**config.mk**
```make
export PLATFORM = sky130hd
export DESIGN_NAME = logical_reduce_pipe
export DESIGN_NICKNAME = d
export VERILOG_FILES = /design/src/rtl/logical_pkg.sv /design/src/rtl/logical_beat_reduce.sv /design/src/rtl/logical_reduce_pipe.sv
export SDC_FILE = /design/constraint.sdc
export NUM_CORES = 1
export LEC_CHECK = 0
export CAP_MARGIN = 20
export CORE_MARGIN = 2
export CORE_UTILIZATION = 49
export CTS_CLUSTER_DIAMETER = 150
export DETAILED_ROUTE_END_ITERATION = 10
export PLACE_DENSITY_LB_ADDON = 0.12
export RECOVER_POWER = 25
export SYNTH_ARGS = -nofsm -noshare
export SYNTH_HDL_FRONTEND = slang
export SYNTH_SLANG_ARGS = --single-unit
```
**constraint.sdc**
```tcl
create_clock -name clk -period 5.7 [get_ports clk]
set_input_delay 1.425 -clock clk [delete_from_list [all_inputs] [get_ports clk]]
set_output_delay 1.425 -clock clk [all_outputs]
set_load 0.01 [all_outputs]
```
**src/rtl/logical_pkg.sv**
```systemverilog
// Shared definitions for the frame-wide logical reduction pipeline:
// mode encodings, the frame state type and the popcount width helper.
package logical_pkg;

    localparam logic [1:0] LAND = 2'd0;
    localparam logic [1:0] LOR  = 2'd1;
    localparam logic [1:0] LXOR = 2'd2;
    localparam logic [1:0] LNOR = 2'd3;

    typedef enum logic {
        S_IDLE = 1'b0,
        S_ACC  = 1'b1
    } state_t;

    // Bits needed to hold a count of 0..n true operands.
    function automatic int pcnt_w(input int n);
        return $clog2(n + 1);
    endfunction

endpackage

```
**src/rtl/logical_beat_reduce.sv**
```systemverilog
// Combinational per-beat reduction: truth of each operand (operand != 0),
// then all/any/parity/popcount across the beat.
module logical_beat_reduce
    import logical_pkg::*;
#(
    parameter int WIDTH   = 4,
    parameter int NUM_OPS = 4,
    parameter int PW      = pcnt_w(NUM_OPS)
) (
    input  logic [NUM_OPS*WIDTH-1:0] data_i,
    output logic                     all_o,
    output logic                     any_o,
    output logic                     par_o,
    output logic [PW-1:0]            pcnt_o
);

    logic [NUM_OPS-1:0] truth;

    always_comb begin
        truth = '0;
        for (int k = 0; k < NUM_OPS; k++) begin
            truth[k] = |data_i[k*WIDTH +: WIDTH];
        end
    end

    always_comb begin
        pcnt_o = '0;
        for (int k = 0; k < NUM_OPS; k++) begin
            pcnt_o = pcnt_o + PW'(truth[k]);
        end
    end

    assign all_o = &truth;
    assign any_o = |truth;
    assign par_o = ^truth;

endmodule

```
**src/rtl/logical_reduce_pipe.sv**
```systemverilog
// Frame-wide logical reduction: accumulates per-beat all/any/parity/count
// across a frame and returns one registered result per frame over valid/ready.
module logical_reduce_pipe
    import logical_pkg::*;
#(
    parameter int WIDTH   = 4,
    parameter int NUM_OPS = 4,
    parameter int CNT_W   = 8
) (
    input  logic                     clk,
    input  logic                     rst,
    input  logic                     in_valid,
    output logic                     in_ready,
    input  logic [NUM_OPS*WIDTH-1:0] in_data,
    input  logic                     in_last,
    input  logic [1:0]               mode,
    output logic                     out_valid,
    input  logic                     out_ready,
    output logic                     out_result,
    output logic [CNT_W-1:0]         out_cnt
);

    localparam int PW    = pcnt_w(NUM_OPS);
    localparam int SUM_W = ((CNT_W > PW) ? CNT_W : PW) + 1;
    localparam logic [SUM_W-1:0] CNT_MAX = {{(SUM_W-CNT_W){1'b0}}, {CNT_W{1'b1}}};

    function automatic logic [CNT_W-1:0] sat_cnt(input logic [SUM_W-1:0] v);
        if (v > CNT_MAX) return {CNT_W{1'b1}};
        return v[CNT_W-1:0];
    endfunction

    function automatic logic apply_mode(input logic [1:0] m, input logic a,
                                        input logic o, input logic x);
        case (m)
            LAND:    return a;
            LOR:     return o;
            LXOR:    return x;
            default: return ~o;
        endcase
    endfunction

    logic          b_all, b_any, b_par;
    logic [PW-1:0] b_pcnt;

    logical_beat_reduce #(
        .WIDTH   (WIDTH),
        .NUM_OPS (NUM_OPS),
        .PW      (PW)
    ) u_beat (
        .data_i (in_data),
        .all_o  (b_all),
        .any_o  (b_any),
        .par_o  (b_par),
        .pcnt_o (b_pcnt)
    );

    state_t           state_q, state_d;
    logic [1:0]       mode_q, mode_d;
    logic             and_q, and_d, or_q, or_d, xor_q, xor_d;
    logic [CNT_W-1:0] cnt_q, cnt_d;
    logic             out_valid_q, out_valid_d;
    logic             out_result_q, out_result_d;
    logic [CNT_W-1:0] out_cnt_q, out_cnt_d;

    logic accept, first;

    assign in_ready = ~out_valid_q | out_ready;
    assign accept   = in_valid & in_ready;
    assign first    = (state_q == S_IDLE);

    always_comb begin
        state_d      = state_q;
        mode_d       = mode_q;
        and_d        = and_q;
        or_d         = or_q;
        xor_d        = xor_q;
        cnt_d        = cnt_q;
        out_valid_d  = out_valid_q;
        out_result_d = out_result_q;
        out_cnt_d    = out_cnt_q;

        // The first beat of a frame seeds the accumulators instead of merging.
        if (accept) begin
            mode_d  = first ? mode : mode_q;
            and_d   = first ? b_all : (and_q & b_all);
            or_d    = first ? b_any : (or_q | b_any);
            xor_d   = first ? b_par : (xor_q ^ b_par);
            cnt_d   = sat_cnt(first ? SUM_W'(b_pcnt)
                                    : SUM_W'(cnt_q) + SUM_W'(b_pcnt));
            state_d = in_last ? S_IDLE : S_ACC;
        end

        if (out_valid_q & out_ready) out_valid_d = 1'b0;

        if (accept & in_last) begin
            out_valid_d  = 1'b1;
            out_result_d = apply_mode(mode_d, and_d, or_d, xor_d);
            out_cnt_d    = cnt_d;
        end
    end

    always_ff @(posedge clk) begin
        if (rst) begin
            state_q      <= S_IDLE;
            mode_q       <= LAND;
            and_q        <= 1'b0;
            or_q         <= 1'b0;
            xor_q        <= 1'b0;
            cnt_q        <= '0;
            out_valid_q  <= 1'b0;
            out_result_q <= 1'b0;
            out_cnt_q    <= '0;
        end else begin
            state_q      <= state_d;
            mode_q       <= mode_d;
            and_q        <= and_d;
            or_q         <= or_d;
            xor_q        <= xor_d;
            cnt_q        <= cnt_d;
            out_valid_q  <= out_valid_d;
            out_result_q <= out_result_d;
            out_cnt_q    <= out_cnt_d;
        end
    end

    assign out_valid  = out_valid_q;
    assign out_result = out_result_q;
    assign out_cnt    = out_cnt_q;

endmodule

```
Word level (Yosys, flattened, before mapping). Cells that the tools add are included.

Bits in registers: 24. Output and inout port bits: 11.

$add $sub $neg: 4. $lt $le $gt $ge: 1. Equality and inequality tests: 2. Mux-type cells: 18. Bitwise gates (word level): 9. Reductions and logical operators: 9.

Operator list (number): $mux W8 (3); $reduce_or A16 Y1 (1); $reduce_or A4 Y1 (4); $mux W1 (11); $add A8 B3 Y9 (1); $gt A9 B8 Y1 const B (1); $mux W9 (1); $add A3 B1 Y3 (2); $and A1 B1 Y1 (4); $mux W2 (2); $reduce_and A4 Y1 (1); $reduce_xor A4 Y1 (1); $pmux W1 S3 (1); $add A1 B1 Y2 (1); $eq A2 B1 Y1 const B (1); $eq A2 B2 Y1 const B (1); $logic_not A2 Y1 (1); $not A1 Y1 (2); $or A1 B1 Y1 (2); $reduce_bool A2 Y1 (1); $xor A1 B1 Y1 (1).

Longest topological paths before layout. Gate-level depths: netlist of run 1.

Depth after elaboration: 11. Depth in mapped cells: 14. Depth with buffers taken out: 14.

Hierarchy. From an unflattened synthesis of run 1, not the netlist that was laid out.

Cell total of the unflattened synthesis: 162. Area total of the unflattened synthesis: 1405.1 um^2.

By module, submodules not included: logical_reduce_pipe (times used 1, cells an instance 142, area each 1228.7 um^2); logical_beat_reduce (times used 1, cells an instance 20, area each 176.4 um^2).

Least setup slack after synthesis of run 1. OpenSTA, ideal clock, no wires.

Kind: input -> register. From: input in_data[5]. To: register out_cnt_q[6] (netlist: out_cnt[6]). Setup time: 121 ps. Data arrival time: 4282 ps. Data required time: 5579 ps. Path slack: 1298 ps. Stages on the path: 14. Path buffers: 0. Cells stage by stage: or4_1 > inv_1 > ha_1 > inv_1 > fa_1 > inv_1 > ha_1 > inv_1 > fa_1 > nor2b_1 > o2111ai_1 > mux2_2 > a21oi_1 > a21oi_1.

Word-level cells in the longest chain between the ends: 11.

RTL lines: start: declaration (RTL line logical_reduce_pipe.sv:14) `input logic [NUM_OPS*WIDTH-1:0] in_data,`; $reduce_or A4 Y1 (*) (RTL line logical_beat_reduce.sv:22) `truth[k] = |data_i[k*WIDTH +: WIDTH];`; $add A1 B1 Y2 (*) (RTL line logical_beat_reduce.sv:29) `pcnt_o = pcnt_o + PW'(truth[k]);`; $add A3 B1 Y3 (*) (2 in series) (RTL line logical_beat_reduce.sv:29); $add A8 B3 Y9 (RTL line logical_reduce_pipe.sv:89) `: SUM_W'(cnt_q) + SUM_W'(b_pcnt));`; $mux W9 (*) (RTL line logical_reduce_pipe.sv:88) `cnt_d = sat_cnt(first ? SUM_W'(b_pcnt)`; $gt A9 B8 Y1 (RTL line logical_reduce_pipe.sv:28) `if (v > CNT_MAX) return {CNT_W{1'b1}};`; $mux W1 (RTL line logical_reduce_pipe.sv:28); $mux W1 (RTL line logical_reduce_pipe.sv:83) `if (accept) begin`; $mux W8 (*) (RTL line logical_reduce_pipe.sv:29) `return v[CNT_W-1:0];`; $mux W8 (*) (RTL line logical_reduce_pipe.sv:83); end signal: assignment (RTL line logical_reduce_pipe.sv:122) `out_cnt_q <= out_cnt_d;`; end: declaration (RTL line logical_reduce_pipe.sv:63) `logic [CNT_W-1:0] out_cnt_q, out_cnt_d;`.

Mark *: on every way between the ends. The rest lies on a longest branch, timed or not. The select of a mux whose other input is x is not followed. A chain may end at the register's enable or synchronous reset.

Worst setup path after layout of run 1.
From: input in_data[5]. To: register cnt_q[3].

Word-level cells in the longest chain between the ends: 11.

RTL lines: $reduce_or A4 Y1 (*) (RTL line logical_beat_reduce.sv:22); $add A1 B1 Y2 (*) (RTL line logical_beat_reduce.sv:29); $add A3 B1 Y3 (*) (2 in series) (RTL line logical_beat_reduce.sv:29); $add A8 B3 Y9 (RTL line logical_reduce_pipe.sv:89); $mux W9 (*) (RTL line logical_reduce_pipe.sv:88); $gt A9 B8 Y1 (RTL line logical_reduce_pipe.sv:28); $mux W1 (RTL line logical_reduce_pipe.sv:28); $mux W1 (RTL line logical_reduce_pipe.sv:83); $mux W8 (*) (RTL line logical_reduce_pipe.sv:29); $mux W8 (*) (RTL line logical_reduce_pipe.sv:83); end signal: assignment (RTL line logical_reduce_pipe.sv:119) `cnt_q <= cnt_d;`; end: declaration (RTL line logical_reduce_pipe.sv:60) `logic [CNT_W-1:0] cnt_q, cnt_d;`.

Marks and branches as above.

==> impl_metrics.py, run 1 <==
metrics = {
    "status": {
        "outcome": "completed",
    },
    "cts": {
        "clock-root-buffer": "clkbuf_4",
        "clk_latency_ps": 330,
        "clock_sinks": 24,
        "clockBufferDepth": 2,
        "ctsResizeCount": 0,
        "clk_pin_slew_ps": 150,
        "cts_made_buffers": 3,
        "cts-hold-fix-buffers": 0,
        "htree_levels": 1,
        "post_cts_buffers": 0,
        "cts_tree": "done",
    },
    "worst_hold_path": {
        "holdCritStartpoint": "out_cnt[3]",
        "hold_path_depth": 2,
        "holdPathEnd": "out_cnt[3]",
        "hold_path.class": "reg -> reg",
    },
    "power": {
        "p_total_mw": 0.3929,
        "peakVddDrop_uv": 157.0,
        "power_density_nw_per_um2": 221.8,
        "power.leakage_nw": 0.7333,
    },
    "sta": {
        "finalMaxSlewViolations": 0,
        "final.setup.tns_ps": 0,
        "worst_pin_slew_ps": 750.4,
        "fin_crit_ps": 4704,
        "grt_setup_unrepaired": "false",
        "maxSlewHeadroom_pct": 49.81,
        "timing.fmax_ghz": 0.2126,
        "final.period_utilization_pct": 82.53,
        "setup_viol": 0,
        "finalHoldViolCount": 0,
        "fin_skew_ps": 11.90,
    },
    "yosys": {
        "yosysMostFrequentCell": "dfxtp_1",
        "synth_nets": 199,
        "synthCells": 166,
        "seq_area_frac_synth_pct": 33.89,
        "synth_top_area_share_pct": 33.89,
        "ys_top_cells_by_area": "dfxtp_1 (34%), ha_1 (7.1%), a21oi_1 (4.9%), nor2_1 (4.0%), inv_1 (3.2%)",
        "synthFlopType": "dfxtp_1",
        "synth_edf_count": 0,
        "ys_seq_elements": 24,
        "avgSynthCellArea_sq_um": 8.540,
        "synth.lib_cells_used.distinct": 48,
        "async_flop_share_pct": 0,
        "synth_area_leader_cell": "dfxtp_1",
        "synth_warnings": 0,
        "netlist_area_sq_um": 1418,
        "yosys-top-cells-count": "dfxtp_1 (24), nor2_1 (15), a21oi_1 (14), inv_1 (12), nand2_1 (12)",
    },
    "place": {
        "io_buffers": 33,
        "dp.cells": 221,
        "place_area_sq_um": 1727,
        "dp_hpwl_mm": 2.405,
        "gp_congestion": 0.8406,
    },
    "layout": {
        "stdcell_count": 225,
        "layout.nets": 228,
        "drive_above_1_share_pct": 5.155,
        "final_area_sq_um": 1772,
        "n_antenna_cell": 0,
        "areaGrowthSynthToFinish_pct": 24.98,
    },
    "route": {
        "routedWlPerCell_microns": 14.68,
        "drc": 0,
        "dr.pass1.iters": 4,
        "drt_first_iter_violations": 54,
        "wl_mm": 3.304,
        "ant_nets": 0,
        "vias_per_cell": 5.791,
        "dr_total_vias": 1303,
    },
    "die": {
        "die_x_microns": 57.79,
        "initial_core_util_pct": 51.41,
        "rows": 19,
        "ios": 34,
        "core-area_sq_um": 2758,
        "dieArea_sq_um": 3339,
        "die-height_microns": 57.79,
    },
    "worst_setup_path": {
        "critPathLaunch": "in_data[5]",
        "startpoint_type": "input pin",
        "cpPeakStageDelay_ps": 560,
        "crit_path_top_delay_cell": "or4_1",
        "worst-path-buf-inv": 5,
        "r2r_cells": 8,
        "crit_top_cell": "inv_1",
        "r2r_start": "cnt_q[0]",
        "reg2reg_setup_slack_ps": 3590,
        "path_class": "in -> reg",
        "worst_path_dominant_cell_family": "adder cells",
        "arrival_ps": 4960,
        "cp_max_fo": 4,
        "r2r-end": "cnt_q[3]",
        "crit_path_cell_trace": "clkdlybuf4s50_1 > or4_1 > inv_1 > ha_1 > inv_1 > fa_1 > inv_1 > ha_1 > inv_1 > fa_1 > nor2b_1 > o21a_1 > and3_1 > o21ai_0 > a211oi_1",
        "cp.required_ps": 5960,
        "worst_setup_path_end_kind": "register",
    },
    "grt": {
        "antenna_found_initial": 0,
        "grt-ovfl-total": 0,
        "track_usage_pct": 20.94,
        "grt_pass1_wl_mm": 5.464,
        "grt_pass1_vias": 1282,
        "grt_max_degree": 20,
    },
    "flow_run": {
        "maxCapViolCount": 0,
    },
}
-- layout make-up --
class | count | area, sq um
inverter | 13 | 48.80
tap | 31 | 38.79
clock buffer | 3 | 22.52
fill | 246 | 985.9
timing repair buffer | 33 | 330.3
multi-input combinational | 120 | 820.8
sequential | 24 | 480.5
clock inverter | 1 | 30.03
-- worst max path at each step --
| stage | cells past startpoint | endpoint |
|---|---|---|
| after global placement | 15 | cnt_q[3] |
| final | 15 | cnt_q[3] |
| after CTS | 15 | cnt_q[3] |
| after detailed placement | 15 | cnt_q[3] |
| after floorplan | 14 | out_cnt[6] |
| after global routing | 15 | cnt_q[1] |
-- flip-flops by register name (all words and copies together), names as in the netlist --
register    flops
cnt_q           8
mode_q          2
and_q           1
state_q         1
out_result      1
or_q            1
out_cnt         8
out_valid       1
xor_q           1
-- metrics by stage --
step	utilization [%]	setup slack (ps)	hold WS, ps
6_report	64.25	996.0	459.1
5_1_grt	64.25	680.5	492.6
4_1_cts	64.52	982.2	461.3
3_5_place_dp	62.61	635.2	443.9
3_3_place_gp	62.61	754.5	439.3
2_1_floorplan	-	1298	470.7
-- worst min-delay path: cells and delay by family (launching register included) --
family	cells	cell delay, ps
AOI/OAI and AO/OA	1	50
DFF	1	340
and+or+nand+nor	1	50
-- cells in the final DEF, fill, tap and decap left out, types with 2 or more instances in the layout --
| cell type | n |
|---|---|
| clkdlybuf4s50_1 | 27 |
| dfxtp_1 | 24 |
| nor2_1 | 15 |
| a21oi_1 | 14 |
| inv_1 | 13 |
| nand2_1 | 12 |
| ha_1 | 8 |
| o21ai_0 | 7 |
| dlygate4sd3_1 | 6 |
| nand3_1 | 4 |
| a31oi_1 | 4 |
| or4_1 | 3 |
| a21o_1 | 3 |
| and3_1 | 3 |
| o2111ai_1 | 3 |
| a211oi_1 | 3 |
| nand2b_1 | 3 |
| clkbuf_4 | 3 |
| nor2b_1 | 2 |
| o21a_1 | 2 |
| o211ai_1 | 2 |
| xor2_1 | 2 |
| and4_1 | 2 |
| o311ai_1 | 2 |
| o21ai_1 | 2 |
| a22oi_1 | 2 |
| fa_1 | 2 |
-- power breakdown --
group | internal, mW | switching, mW | leakage (nW) | total, mW
clock network | 0.0712 | 0.0567 | 0.0279 | 0.128
logic | 0.0406 | 0.0397 | 0.509 | 0.0803
registers | 0.177 | 0.00797 | 0.197 | 0.185
total | 0.289 | 0.104 | 0.733 | 0.393
-- per-layer routing --
metal / track usage [%] / wire length [microns]
met5: 0 / 0
met2: 34.42 / 1574
met3: 3.125 / 220
met4: 9.302 / 56
met1: 27.30 / 1453
-- cell families after synthesis --
logic type	Yosys count	synth area share [%]
mux	3	2.295
flops	24	33.89
simple gates	53	20.21
compound gates	52	24.80
xor+xnor	2	1.236
fa+ha+maj	10	9.886
buf+inv	22	7.678
Note: power is estimated with default switching activity, not from simulation.
==> run 2: changes to the inputs <==
Clock period 5.7 ns to 4.41 ns, I/O delays scaled along.
==> run 2 against run 1 <==
- total power up 18%
- final area up 2.0%
- clock-buffer cell count up 1
- clock power down 9%
- critical path type unchanged
- sequential power up 29%
==> impl_metrics.py, run 2 (same netlist as run 1, synthesis figures left out) <==
metrics = {
    "route": {
        "drt_first_iter_violations": 56,
        "drc": 0,
        "ant_nets": 0,
        "dr.pass1.iters": 4,
        "wl_mm": 3.310,
        "dr_total_vias": 1358,
        "vias_per_cell": 5.879,
        "routedWlPerCell_microns": 14.33,
    },
    "layout": {
        "layout.nets": 234,
        "mostFrequentLayoutCells": "clkdlybuf4s50_1 (27), dfxtp_1 (24), nor2_1 (15)",
        "drive_above_1_share_pct": 9.000,
        "layout_commonest_cell": "clkdlybuf4s50_1",
        "final_core_util_pct": 65.56,
        "final_area_sq_um": 1808,
        "n_antenna_cell": 0,
        "areaGrowthSynthToFinish_pct": 27.54,
        "stdcell_count": 231,
    },
    "cts": {
        "clockBufferDepth": 2,
        "clock_sinks": 24,
        "clk_latency_ps": 310,
        "ctsResizeCount": 0,
        "post_cts_buffers": 0,
        "clock-root-buffer": "clkbuf_4",
        "clk_pin_slew_ps": 130,
        "cts_tree": "done",
        "cts-hold-fix-buffers": 0,
        "htree_levels": 1,
        "cts_made_buffers": 3,
    },
    "grt": {
        "grt-ovfl-total": 0,
        "grt_pass1_wl_mm": 5.568,
        "grt_max_degree": 20,
        "antenna_found_initial": 0,
        "grt_pass1_vias": 1316,
        "track_usage_pct": 21.00,
    },
    "place": {
        "io_buffers": 33,
        "dp_hpwl_mm": 2.474,
        "place_area_sq_um": 1772,
        "dp.cells": 227,
        "gp_congestion": 0.8466,
        "place_ws_ps": -231.5,
    },
    "die": {
        "rows": 19,
        "die_x_microns": 57.79,
        "ios": 34,
        "initial_core_util_pct": 51.41,
        "dieArea_sq_um": 3339,
        "core-area_sq_um": 2758,
        "die-height_microns": 57.79,
    },
    "worst_setup_path": {
        "startpoint_type": "input pin",
        "path_class": "in -> reg",
        "crit_path_cell_trace": "clkdlybuf4s50_1 > or4_1 > inv_1 > ha_1 > inv_1 > fa_1 > inv_1 > ha_1 > inv_1 > fa_1 > nor2b_2 > o2111ai_1 > a31oi_1 > nor2_1 > a211oi_1",
        "cpPeakStageDelay_ps": 530,
        "cp_max_fo": 4,
        "arrival_ps": 4470,
        "cp.required_ps": 4630,
        "worst_setup_path_end_kind": "register",
        "crit_path_top_delay_cell": "or4_1",
        "crit_top_cell": "inv_1",
    },
    "sta": {
        "fin_crit_ps": 4251,
        "holdWs_ps": 454.0,
        "finalMaxSlewViolations": 0,
        "maxSlewHeadroom_pct": 49.48,
        "layout_setup_ws_ps": 159.1,
        "timing.fmax_ghz": 0.2352,
        "final.setup.tns_ps": 0,
        "setup_viol": 0,
        "final.period_utilization_pct": 96.39,
        "worst_pin_slew_ps": 755.4,
        "fin_skew_ps": 2.419,
        "grt_setup_unrepaired": "false",
        "finalHoldViolCount": 0,
    },
    "power": {
        "power.leakage_nw": 0.7541,
        "power_density_nw_per_um2": 256.8,
        "p_total_mw": 0.4644,
        "peakVddDrop_uv": 184.5,
    },
    "flow_run": {
        "maxCapViolCount": 0,
    },
    "worst_hold_path": {
        "hold_path.class": "reg -> reg",
    },
    "status": {
        "outcome": "completed",
    },
}
-- run 2: changes by cell type in the layout (fill, tap and decap cells not counted), sizes merged --
cell	previous run	this run
clkbuf	3	4
buf	0	6
bufinv	1	0
-- run 2: layout make-up --
| cell class | count | area [sq um] |
|---|---|---|
| Clock buffer | 4 | 36.28 |
| Sequential cell | 24 | 480.5 |
| Inverter | 13 | 48.80 |
| Fill cell | 243 | 949.7 |
| Timing Repair Buffer | 39 | 375.4 |
| Multi-Input combinational cell | 120 | 828.3 |
| Tap cell | 31 | 38.79 |
-- run 2: worst paths after layout --
| kind | startpoint | to | slack [ps] | depth (start not counted) |
|---|---|---|---|---|
| setup reg to reg | cnt_q[0] | cnt_q[1] | 2380 | 8 |
| hold / removal | out_cnt[3] | out_cnt[3] | 450 | 2 |
| hold reg to reg | out_cnt[3] | out_cnt[3] | 450 | 2 |
| setup / recovery | in_data[5] | cnt_q[1] | 160 | 15 |
-- run 2: layer usage --
layer	up-vias	GRT usage, %	part of all wire [%]
met5	-	0	0
met4	0	7.641	1.1
met3	4	3.795	6.2
met2	44	35.71	49
met1	644	26.57	44
li1	666	-	-
-- run 2: where the power goes --
group	switching, mW	total (mW)	internal (mW)	leakage [nW]
combinational	0.0535	0.110	0.0564	0.536
clock	0.0658	0.116	0.0504	0.0210
sequential	0.00989	0.238	0.228	0.197
-- run 2: critical path, delay by kind of cell --
family          cells  cell delay (ps)
compound gates      3              680
fa+ha+maj           4             1210
simple gates        3              820
buf+inv             5              660
==> run 3: changes to the inputs <==
Settings changed: ABC_AREA set to 1, SKIP_CTS_REPAIR_TIMING set to 1.
==> run 3 against run 2 <==
- cell count grew 19%
- global-route usage shrank 1.8 points
- clock power shrank 20%
- maximum frequency grew 4.9%
- via count grew 0.52%
- sequential share of layout area grew 0.17 points
- highest routed layer unchanged
==> impl_metrics.py, run 3 <==
metrics = {
    "yosys": {
        "avgSynthCellArea_sq_um": 6.840,
        "seq_area_frac_synth_pct": 33.45,
        "synth_edf_count": 0,
        "synth_warnings": 0,
        "synthCells": 210,
        "synth_nets": 243,
        "async_flop_share_pct": 0,
        "synth.lib_cells_used.distinct": 29,
        "yosysMostFrequentCell": "nand2_1",
        "synth_top_area_share_pct": 33.45,
        "synthFlopType": "dfxtp_1",
        "ys_seq_elements": 24,
        "synth_area_leader_cell": "dfxtp_1",
        "yosys-top-cells-count": "nand2_1 (63), inv_1 (34), dfxtp_1 (24), nor2_1 (15), o21ai_0 (13)",
        "ys_top_cells_by_area": "dfxtp_1 (33%), nand2_1 (16%), inv_1 (8.9%), ha_1 (7.0%), o21ai_0 (4.5%)",
        "netlist_area_sq_um": 1436,
    },
    "cts": {
        "cts_made_buffers": 3,
        "cts_tree": "done",
        "clock_sinks": 24,
        "clk_pin_slew_ps": 120,
        "clockBufferDepth": 2,
        "htree_levels": 1,
        "clk_latency_ps": 310,
        "clock-root-buffer": "clkbuf_4",
    },
    "grt": {
        "grt-ovfl-total": 0,
        "antenna_found_initial": 0,
        "grt_pass1_wl_mm": 5.119,
        "grt_max_degree": 17,
        "track_usage_pct": 19.21,
        "grt_pass1_vias": 1225,
    },
    "sta": {
        "setup_viol": 0,
        "timing.fmax_ghz": 0.2467,
        "worst_pin_slew_ps": 1098,
        "fin_crit_ps": 4054,
        "grt_setup_unrepaired": "false",
        "maxSlewHeadroom_pct": 26.78,
        "final.setup.tns_ps": 0,
        "fin_skew_ps": 4.253,
        "finalHoldViolCount": 0,
        "finalMaxSlewViolations": 0,
        "holdWs_ps": 459.9,
        "final.period_utilization_pct": 91.92,
    },
    "worst_setup_path": {
        "startpoint_type": "input pin",
        "cp.required_ps": 4670,
        "path_class": "in -> reg",
        "critPathLaunch": "in_data[1]",
        "arrival_ps": 4310,
        "r2r_start": "out_valid",
        "cp_max_fo": 6,
        "r2r_cells": 6,
        "worst_setup_path_end_kind": "register",
    },
    "layout": {
        "layout.nets": 279,
        "drive_above_1_share_pct": 5.738,
        "areaGrowthSynthToFinish_pct": 25.09,
        "layout_commonest_cell": "nand2_1",
        "stdcell_count": 275,
        "fillers": 273,
        "seq_area_sq_um": 480.5,
        "mostFrequentLayoutCells": "nand2_1 (63), inv_1 (34), clkdlybuf4s50_1 (27)",
        "multiInputGateArea_sq_um": 770.7,
        "n_antenna_cell": 0,
    },
    "place": {
        "dp.cells": 272,
        "gp_congestion": 0.8384,
        "io_buffers": 33,
        "dp_hpwl_mm": 2.367,
    },
    "die": {
        "dieArea_sq_um": 3380,
        "die_x_microns": 58.14,
        "core-area_sq_um": 2781,
        "ios": 34,
        "rows": 19,
        "initial_core_util_pct": 51.64,
        "die-height_microns": 58.14,
    },
    "power": {
        "p_total_mw": 0.4495,
        "power_density_nw_per_um2": 250.2,
        "power.leakage_nw": 0.8746,
        "peakVddDrop_uv": 310.6,
    },
    "route": {
        "drc": 0,
        "vias_per_cell": 4.964,
        "routedWlPerCell_microns": 10.67,
        "ant_nets": 0,
        "dr_total_vias": 1365,
        "drt_first_iter_violations": 55,
        "dr.pass1.iters": 4,
        "wl_mm": 2.933,
    },
    "status": {
        "outcome": "completed",
    },
    "worst_hold_path": {
        "holdCritStartpoint": "out_cnt[2]",
        "hold_path_depth": 2,
        "hold_path.class": "reg -> reg",
    },
    "flow_run": {
        "maxCapViolCount": 0,
    },
}
==> run 3: cell count changes after synthesis, moves of 4 or more <==
| cell | delta |
|---|---|
| a21oi_1 | -4 |
| inv_1 | +22 |
| nand3_1 | +8 |
| nand2_1 | +51 |
| a31oi_1 | -4 |
| o21ai_0 | +6 |
| clkbuf_1 | -4 |
==> run 3: logic make-up (layout without fill, tap and decap cells) <==
kind of cell | Yosys count | after routing | share of synthesized area, %
and+or+nand+nor | 103 | 103 | 31.18
buffers and inverters | 41 | 75 | 12.11
AOI/OAI and AO/OA | 32 | 32 | 13.50
DFF | 24 | 24 | 33.45
adders and majority gates | 10 | 10 | 9.756
==> run 3: path summary, 6_finish.rpt <==
| path | endpoint | slack (ps) |
|---|---|---|
| setup / recovery | cnt_q[2] | 360 |
| setup reg to reg | cnt_q[2] | 2410 |
| hold / removal | out_cnt[2] | 460 |
| hold reg to reg | out_cnt[2] | 460 |
==> run 3: worst max-delay path: stages <==
cell and delay [ps]:
clkdlybuf4s50_1 390, nor4_1 370, ha_1 290, inv_1 70
fa_1 410, inv_1 130, ha_1 180, inv_1 50
fa_1 380, inv_1 70, nand2_1 80, a21boi_2 170
nand3_1 200, o21ai_1 180, o21ai_0 110, nor2_1 120
==> run 3: area by class of cell <==
cell class,count,share of cell area [%]
clock buffers,3,1.253
inverters,37,7.730
multi-input cells,145,42.90
flip-flops and latches,24,26.74
well taps,31,2.159
repair buffers,35,19.22
==> run 3: power breakdown <==
| group | internal (mW) | total, mW | switching [mW] |
|---|---|---|---|
| sequential | 0.231 | 0.242 | 0.0109 |
| combinational | 0.0540 | 0.115 | 0.0608 |
| clock | 0.0319 | 0.0925 | 0.0605 |
| total | 0.317 | 0.449 | 0.132 |
==> run 3: metrics by stage <==
step           util [%]  setup slack, ps  instance area, sq um
2_1_floorplan         -            760.3                  1436
3_3_place_gp      64.19            147.1                  1785
3_5_place_dp      64.19            40.87                  1785
4_1_cts           65.00            357.2                  1808
5_1_grt           64.60            43.47                  1797
6_report          64.60            356.4                  1797
==> run 3: layer usage <==
metal	GRT usage (%)	wire, microns	vias up
met5	0	0	-
met4	5.980	42	0
met3	4.688	101	6
met2	31.66	1384	27
met1	24.76	1405	599
li1	-	-	733
